===== src/rtl/mem_access_unit.sv =====
// mem_access_unit: byte-serial MEM-stage load/store sequencer with pipelined reads.
// Optional misalignment trap enabled by defining MEM_MISALIGN_TRAP_EN.
module mem_access_unit #(
    parameter int ADDR_WIDTH   = 32,
    parameter int READ_LATENCY = 1
) (
    input  logic                  clk,
    input  logic                  rst,
    input  logic                  rdy,
    input  logic                  req_i,
    input  logic                  is_store_i,
    input  logic [1:0]            size_i,
    input  logic                  unsigned_i,
    input  logic [ADDR_WIDTH-1:0] addr_i,
    input  logic [31:0]           store_data_i,
    input  logic [4:0]            wd_i,
    input  logic                  wreg_i,
    input  logic [31:0]           wdata_i,
    input  logic [7:0]            mem_data_i,
    output logic [4:0]            wd_o,
    output logic                  wreg_o,
    output logic [31:0]           wdata_o,
    output logic [ADDR_WIDTH-1:0] mem_addr_o,
    output logic                  mem_we_o,
    output logic [7:0]            mem_data_o,
    output logic                  stall_req_o,
    output logic                  done_o,
    output logic                  err_o
);
    typedef enum logic [1:0] {IDLE, ISSUE, DRAIN, DONE} state_e;

    state_e                  state_q, state_d;
    logic                    is_store_q, unsigned_q, err_q;
    logic [1:0]              size_q, last_q, cnt_q, cnt_nxt, last_in;
    logic [4:0]              wd_q;
    logic [31:0]             sdata_q, rdata_q, ext;
    logic [ADDR_WIDTH-1:0]   base_q, mem_addr_q;
    logic [7:0]              mem_wdata_q;
    logic [READ_LATENCY-1:0] pv_q;
    logic [1:0]              pl_q [READ_LATENCY];
    logic                    accept, misalign, cap_last;

    assign accept   = rdy && req_i && (state_q == IDLE);
    assign last_in  = (size_i == 2'd0) ? 2'd0 : (size_i == 2'd1) ? 2'd1 : 2'd3;
    assign cnt_nxt  = cnt_q + 2'd1;
    assign cap_last = pv_q[READ_LATENCY-1] && (pl_q[READ_LATENCY-1] == last_q);

`ifdef MEM_MISALIGN_TRAP_EN
    assign misalign = ((size_i == 2'd1) && addr_i[0]) ||
                      (size_i[1] && (addr_i[1:0] != 2'b00));
`else
    assign misalign = 1'b0;
`endif

    always_ff @(posedge clk or posedge rst) begin
        if (rst) state_q <= IDLE;
        else     state_q <= state_d;
    end

    always_comb begin
        state_d = state_q;
        if (rdy) begin
            unique case (state_q)
                IDLE:  if (req_i) state_d = misalign ? DONE : ISSUE;
                ISSUE: if (cnt_q == last_q) state_d = is_store_q ? DONE : DRAIN;
                DRAIN: if (cap_last) state_d = DONE;
                DONE:  state_d = IDLE;
            endcase
        end
    end

    // Each load beat is tagged with its lane and surfaces READ_LATENCY cycles later.
    always_ff @(posedge clk or posedge rst) begin
        if (rst) begin
            is_store_q  <= 1'b0;
            unsigned_q  <= 1'b0;
            err_q       <= 1'b0;
            size_q      <= 2'd0;
            last_q      <= 2'd0;
            cnt_q       <= 2'd0;
            wd_q        <= 5'd0;
            sdata_q     <= 32'd0;
            rdata_q     <= 32'd0;
            base_q      <= '0;
            mem_addr_q  <= '0;
            mem_wdata_q <= 8'd0;
            pv_q        <= '0;
            for (int i = 0; i < READ_LATENCY; i++) pl_q[i] <= 2'd0;
        end else if (rdy) begin
            pv_q[0] <= (state_q == ISSUE) && !is_store_q;
            pl_q[0] <= cnt_q;
            for (int i = 1; i < READ_LATENCY; i++) begin
                pv_q[i] <= pv_q[i-1];
                pl_q[i] <= pl_q[i-1];
            end
            if (pv_q[READ_LATENCY-1])
                rdata_q[{pl_q[READ_LATENCY-1], 3'b000} +: 8] <= mem_data_i;
            if (accept) begin
                is_store_q <= is_store_i;
                unsigned_q <= unsigned_i;
                err_q      <= misalign;
                size_q     <= size_i;
                last_q     <= last_in;
                cnt_q      <= 2'd0;
                wd_q       <= wd_i;
                sdata_q    <= store_data_i;
                base_q     <= addr_i;
                if (!misalign) begin
                    mem_addr_q  <= addr_i;
                    mem_wdata_q <= store_data_i[7:0];
                end
            end else if (state_q == ISSUE && cnt_q != last_q) begin
                cnt_q       <= cnt_nxt;
                mem_addr_q  <= base_q + ADDR_WIDTH'(cnt_nxt);
                mem_wdata_q <= sdata_q[{cnt_nxt, 3'b000} +: 8];
            end
        end
    end

    always_comb begin
        ext = rdata_q;
        unique case (1'b1)
            (size_q == 2'd0): ext = {{24{!unsigned_q && rdata_q[7]}}, rdata_q[7:0]};
            (size_q == 2'd1): ext = {{16{!unsigned_q && rdata_q[15]}}, rdata_q[15:0]};
            default:          ext = rdata_q;
        endcase
    end

    always_comb begin
        wd_o        = 5'd0;
        wreg_o      = 1'b0;
        wdata_o     = 32'd0;
        stall_req_o = 1'b0;
        done_o      = 1'b0;
        err_o       = 1'b0;
        if (!rst) begin
            unique case (state_q)
                IDLE: begin
                    wd_o        = wd_i;
                    wreg_o      = wreg_i;
                    wdata_o     = wdata_i;
                    stall_req_o = req_i;
                end
                ISSUE, DRAIN: stall_req_o = 1'b1;
                DONE: begin
                    done_o = 1'b1;
                    err_o  = err_q;
                    if (!is_store_q && !err_q) begin
                        wd_o    = wd_q;
                        wreg_o  = 1'b1;
                        wdata_o = ext;
                    end
                end
            endcase
        end
    end

    assign mem_addr_o = mem_addr_q;
    assign mem_data_o = mem_wdata_q;
    assign mem_we_o   = rdy && (state_q == ISSUE) && is_store_q;
endmodule

===== config.mk =====
export PLATFORM = sky130hd
export DESIGN_NAME = mem_access_unit
export DESIGN_NICKNAME = d
export VERILOG_FILES = /design/src/rtl/mem_access_unit.sv
export SDC_FILE = /design/constraint.sdc
export NUM_CORES = 1
export LEC_CHECK = 0
export ABC_CLOCK_PERIOD_IN_PS = 5900
export CAP_MARGIN = 20
export CORE_MARGIN = 2
export CORE_UTILIZATION = 58
export DETAILED_ROUTE_END_ITERATION = 8
export DONT_BUFFER_PORTS = 1
export GPL_TIMING_DRIVEN = 0
export PLACE_DENSITY = 0.76
export SYNTH_ARGS = -nofsm -noshare
export SYNTH_HDL_FRONTEND = slang
export SYNTH_SLANG_ARGS = --single-unit

===== constraint.sdc =====
create_clock -name clk -period 5.9 [get_ports clk]
set_input_delay 1.77 -clock clk [delete_from_list [all_inputs] [get_ports clk]]
set_output_delay 1.77 -clock clk [all_outputs]
set_load 0.02 [all_outputs]

# Yosys cells after proc, flatten, opt, wreduce, memory -nomap -nowiden
# Cells that the tools add are included.
# word_totals
register_bits	154
# op_classes
addsub	3
eq_ne	11
shifts	3
mux	28
n_reduce_logical	20
# ops
operator	n
32-bit 2-to-1 mux	4
32-bit one-hot mux with 2 select lines	2
32-bit by 2-bit adder with 32-bit output	1
32-bit bitwise mux	1
8-bit by 7-bit variable shift with 32-bit output, first input constant	1
32-bit by 6-bit indexed part select with 8-bit output	1
8-bit by 7-bit indexed part select with 32-bit output	1
8-bit 2-to-1 mux	2
2-bit 2-to-1 mux	7
5-bit 2-to-1 mux	2
5-bit one-hot mux with 2 select lines	1
1-bit logical AND	9
2-bit one-hot mux with 4 select lines	1
5-bit negator with 7-bit output	1
2-bit by 1-bit == test with 1-bit output, second input constant	3
2-bit logical NOT	3
1-bit 2-to-1 mux	6
2-bit != test, second input constant	3
2-bit AND reduction	3
2-bit == test	2
2-bit == test, second input constant	2
1-bit one-hot mux with 2 select lines	2
4-bit AND reduction	1
2-bit by 1-bit adder with 2-bit output, second input constant	1
other kinds (4)	5

# Logic depth before layout (Yosys ltp)
# depth
depth_word	6
depth_mapped	10

# Worst setup path before layout
# Ideal clock, no wire load.
# synth_timing
kind	input to output
start	input port rst
end	output port wdata_o[10]
t_arrival_ns	2.757
required_time_ns	4.130
slack_ns	1.373
path_stages	4
path_buffers	2
path_cell_list	or2_2 clkbuf_1 buf_1 nor2_1
# synth_between
elab_chain_cells	1
# synth_rtl
element	line_no	rtl
start: declaration	8	input logic rst,
32-bit 2-to-1 mux	136	if (!rst) begin
end: declaration	22	output logic [31:0] wdata_o,
# Every way passes these cells.

# Worst setup path after layout
# layout_timing
start	input port rst
end	output port wd_o[1]
# layout_between
elab_chain_cells	1
# layout_rtl
element	line_no	rtl
5-bit 2-to-1 mux	136	
end: declaration	20	output logic [4:0] wd_o,
# Every way passes these cells.

==> results.json <==
{
  "tightest_slew_ps": 845,
  "hold_ws_ps": 476,
  "ys_ff_latch": 154,
  "hold_violations": 0,
  "postLayoutCoreUtil_pct": 65.9,
  "post_cts_buffers": 0,
  "drtAntennaViolNets": 0,
  "startpoint_type": "input port",
  "die_y_um": 119,
  "ys_types": 54,
  "area_growth_syn_to_layout_pct": 12.1,
  "synth_edf_count": 0,
  "grt_pass1_vias": 6239,
  "ys.flop_type": "dfrtp_1",
  "gr-total-overflow": 0,
  "nNetsFinal": 975,
  "fp.dieW_um": 119,
  "synth_cells": 821,
  "grt.total_usage_pct": 30.0,
  "vias": 6248,
  "fin_crit_ps": 4750,
  "drt_iter0_drc": 423,
  "synth_async_sr_flop_share_pct": 100,
  "setup_viol": 0,
  "start_util_pct": 58.8,
  "placedCellCount": 1000,
  "fillers": 1060,
  "p_int_uw": 2820,
  "die_area_um2": 14200,
  "io_pins": 200,
  "clockBufferDepth": 2,
  "fin_crit_sh_pct": 80.5,
  "yosys_warnings": 0,
  "rows": 42,
  "clk_pin_slew_ps": 60,
  "synth-seq-area-share_pct": 50.1,
  "max_freq_ghz": 0.211,
  "crit_fanout": 10,
  "wl_mm": 20.7,
  "numCtsBuffers": 17,
  "grt_max_degree": 43,
  "clock_latency_ps": 430,
  "seqPwrFrac_pct": 42.3,
  "power.switching_uw": 1910,
  "min_path_type": "reg2reg",
  "netlist_area_um2": 7690,
  "comb_power_share_pct": 32.3,
  "leakage_uw": 0.00399,
  "antenna_found_initial": 0,
  "synth_area_leader_cell": "dfrtp_1",
  "cts_tree": "done",
  "port_buffers": 0,
  "gp_congestion": 0.848,
  "skew_ps": 7.29,
  "synthTopCellsByArea": "dfrtp_1 (50%), nand2_1 (13%), o21ai_0 (3.8%), a22o_1 (3.6%), xor2_1 (3.4%)",
  "hpwl_mm": 15.0,
  "finalMaxSlewViolations": 0,
  "fin_cells": 1032,
  "post_cts_resized": 0,
  "max-slew-margin-rel_pct": 43.5,
  "holdBufCountCts": 0,
  "layout-drive-gt1-share_pct": 11.0,
  "required_ps": 4130,
  "setup-tns-final_ps": 0,
  "h-tree-depth": 4,
  "drc": 0,
  "swShare_pct": 40.4,
  "peakVddDrop_v": 0.000346,
  "grt_pass1_wl_mm": 32.9,
  "cts-root-buf": "clkbuf_16",
  "core-area_um2": 13100,
  "syn_avg_cell_area_um2": 9.37,
  "synth_top_cell_area_share_pct": 50.1,
  "drt-pass1-iter-count": 6,
  "p_per_area_nw_per_um2": 547,
  "clockPowerShare_pct": 25.4,
  "critPathArrivalTime_ps": 2980,
  "total_power_uw": 4720,
  "crit_path_end_kind": "primary output",
  "maxCapViolations": 0,
  "crit_type": "in2out",
  "wire_per_inst_um": 20.1,
  "rsz0062_at_grt": "false",
  "via_per_inst": 6.05,
  "status": "complete, no violations",
  "syn_nets": 953,
  "num_antenna_cells": 0,
  "clock-sinks": 154
}
path summary, 6_finish.rpt:
check / start / end / slack (ps) / cells after the start
setup / recovery: rst / wd_o[1] / 1150 / 4
hold / removal: sdata_q[27] / sdata_q[27] / 480 / 2
setup reg to reg: cnt_q[0] / mem_addr_o[22] / 3110 / 9
hold reg to reg: sdata_q[27] / sdata_q[27] / 480 / 2
max in group asynchronous: rst / base_q[14] / 3570 / 3
min in group asynchronous: rst / size_q[0] / 1370 / 1
cells in the mapped netlist (all sizes together), types with 2 or more instances:
| library cell | number |
|---|---|
| a21oi | 40 |
| o21ai | 61 |
| xor2 | 30 |
| dfrtp | 154 |
| and4 | 3 |
| nor2b | 2 |
| and2 | 4 |
| clkbuf | 24 |
| a22o | 32 |
| nor3 | 5 |
| o31ai | 2 |
| nor4b | 3 |
| nor2 | 34 |
| a21o | 2 |
| ha | 13 |
| o21bai | 2 |
| mux4 | 8 |
| o211ai | 17 |
| a22oi | 20 |
| nor4 | 8 |
| buf | 22 |
| mux2i | 7 |
| inv | 10 |
| xnor2 | 3 |
| nand2 | 268 |
| nand4 | 12 |
| nand3 | 19 |
| and3 | 4 |
| nand2b | 2 |
worst max-delay path, cell delays in order:
cell and delay [ps]:
or2_2 270, clkbuf_1 250, clkbuf_1 300, nor2_1 390
metrics by stage:
step	worst slack, ps	area (um2)
after global routing	1030	8630
after CTS	1140	8630
final	1150	8630
after global placement	1180	7920
after detailed placement	1140	7980
after floorplan	1370	7700
power groups by stage:
stage	Clock, uW	Combinational (uW)	Sequential, uW
2_1_floorplan	0	1200	1890
3_3_place_gp	0	1440	1980
3_5_place_dp	0	1520	2000
4_1_cts	1210	1530	1990
5_1_grt	1260	1700	2040
6_report	1200	1530	2000
state kept, by name, summed over array words and instances, names as in the netlist, 2 cells and up:
name and count:
base_q 32, mem_addr_o 32, rdata_q 32, sdata_q 32
mem_data_o 8, wd_q 5, cnt_q 2, last_q 2
pl_q 2, size_q 2, state_q 2
layer usage:
metal | part of all wire, % | vias to the layer above | track usage, %
met2 | 50 | 285 | 50.3
met1 | 40 | 3059 | 37.0
met4 | 2.8 | 0 | 13.5
met5 | 0 | - | 0
li1 | - | 2862 | -
met3 | 7.8 | 42 | 7.47
cells by family after synthesis:
kind of cell    synth area share [%]
xor+xnor                        3.76
buf+inv                         3.19
fa+ha+maj                       2.37
mux                             3.40
simple gates                    21.8
compound gates                  15.3
other cells                   0.0487
flops                           50.1
area by class of cell:
class                           count  area [um2]  area share, %
Timing Repair Buffer                3        60.1          0.696
Clock buffer                       19         453           5.25
Sequential cell                   154        3850           44.7
Inverter                           10        41.3          0.479
Tap cell                          176         220           2.55
Clock inverter                     13         198           2.29
Multi-Input combinational cell    611        3590           41.7
Buffer                             46         208           2.41
layout by cell type, fill, tap and decap left out, types with 8 or more instances in the layout:
cell type,count
dfrtp_1,154
clkbuf_1,23
a22o_1,32
mux4_2,8
ha_1,13
nor2_1,33
buf_2,18
clkbuf_16,17
nand4_1,11
o21ai_0,58
a21oi_1,40
o211ai_1,10
a22oi_1,20
inv_1,9
xor2_1,30
nand3_1,14
nand2_1,267
Power figures use the tool's default switching activity.
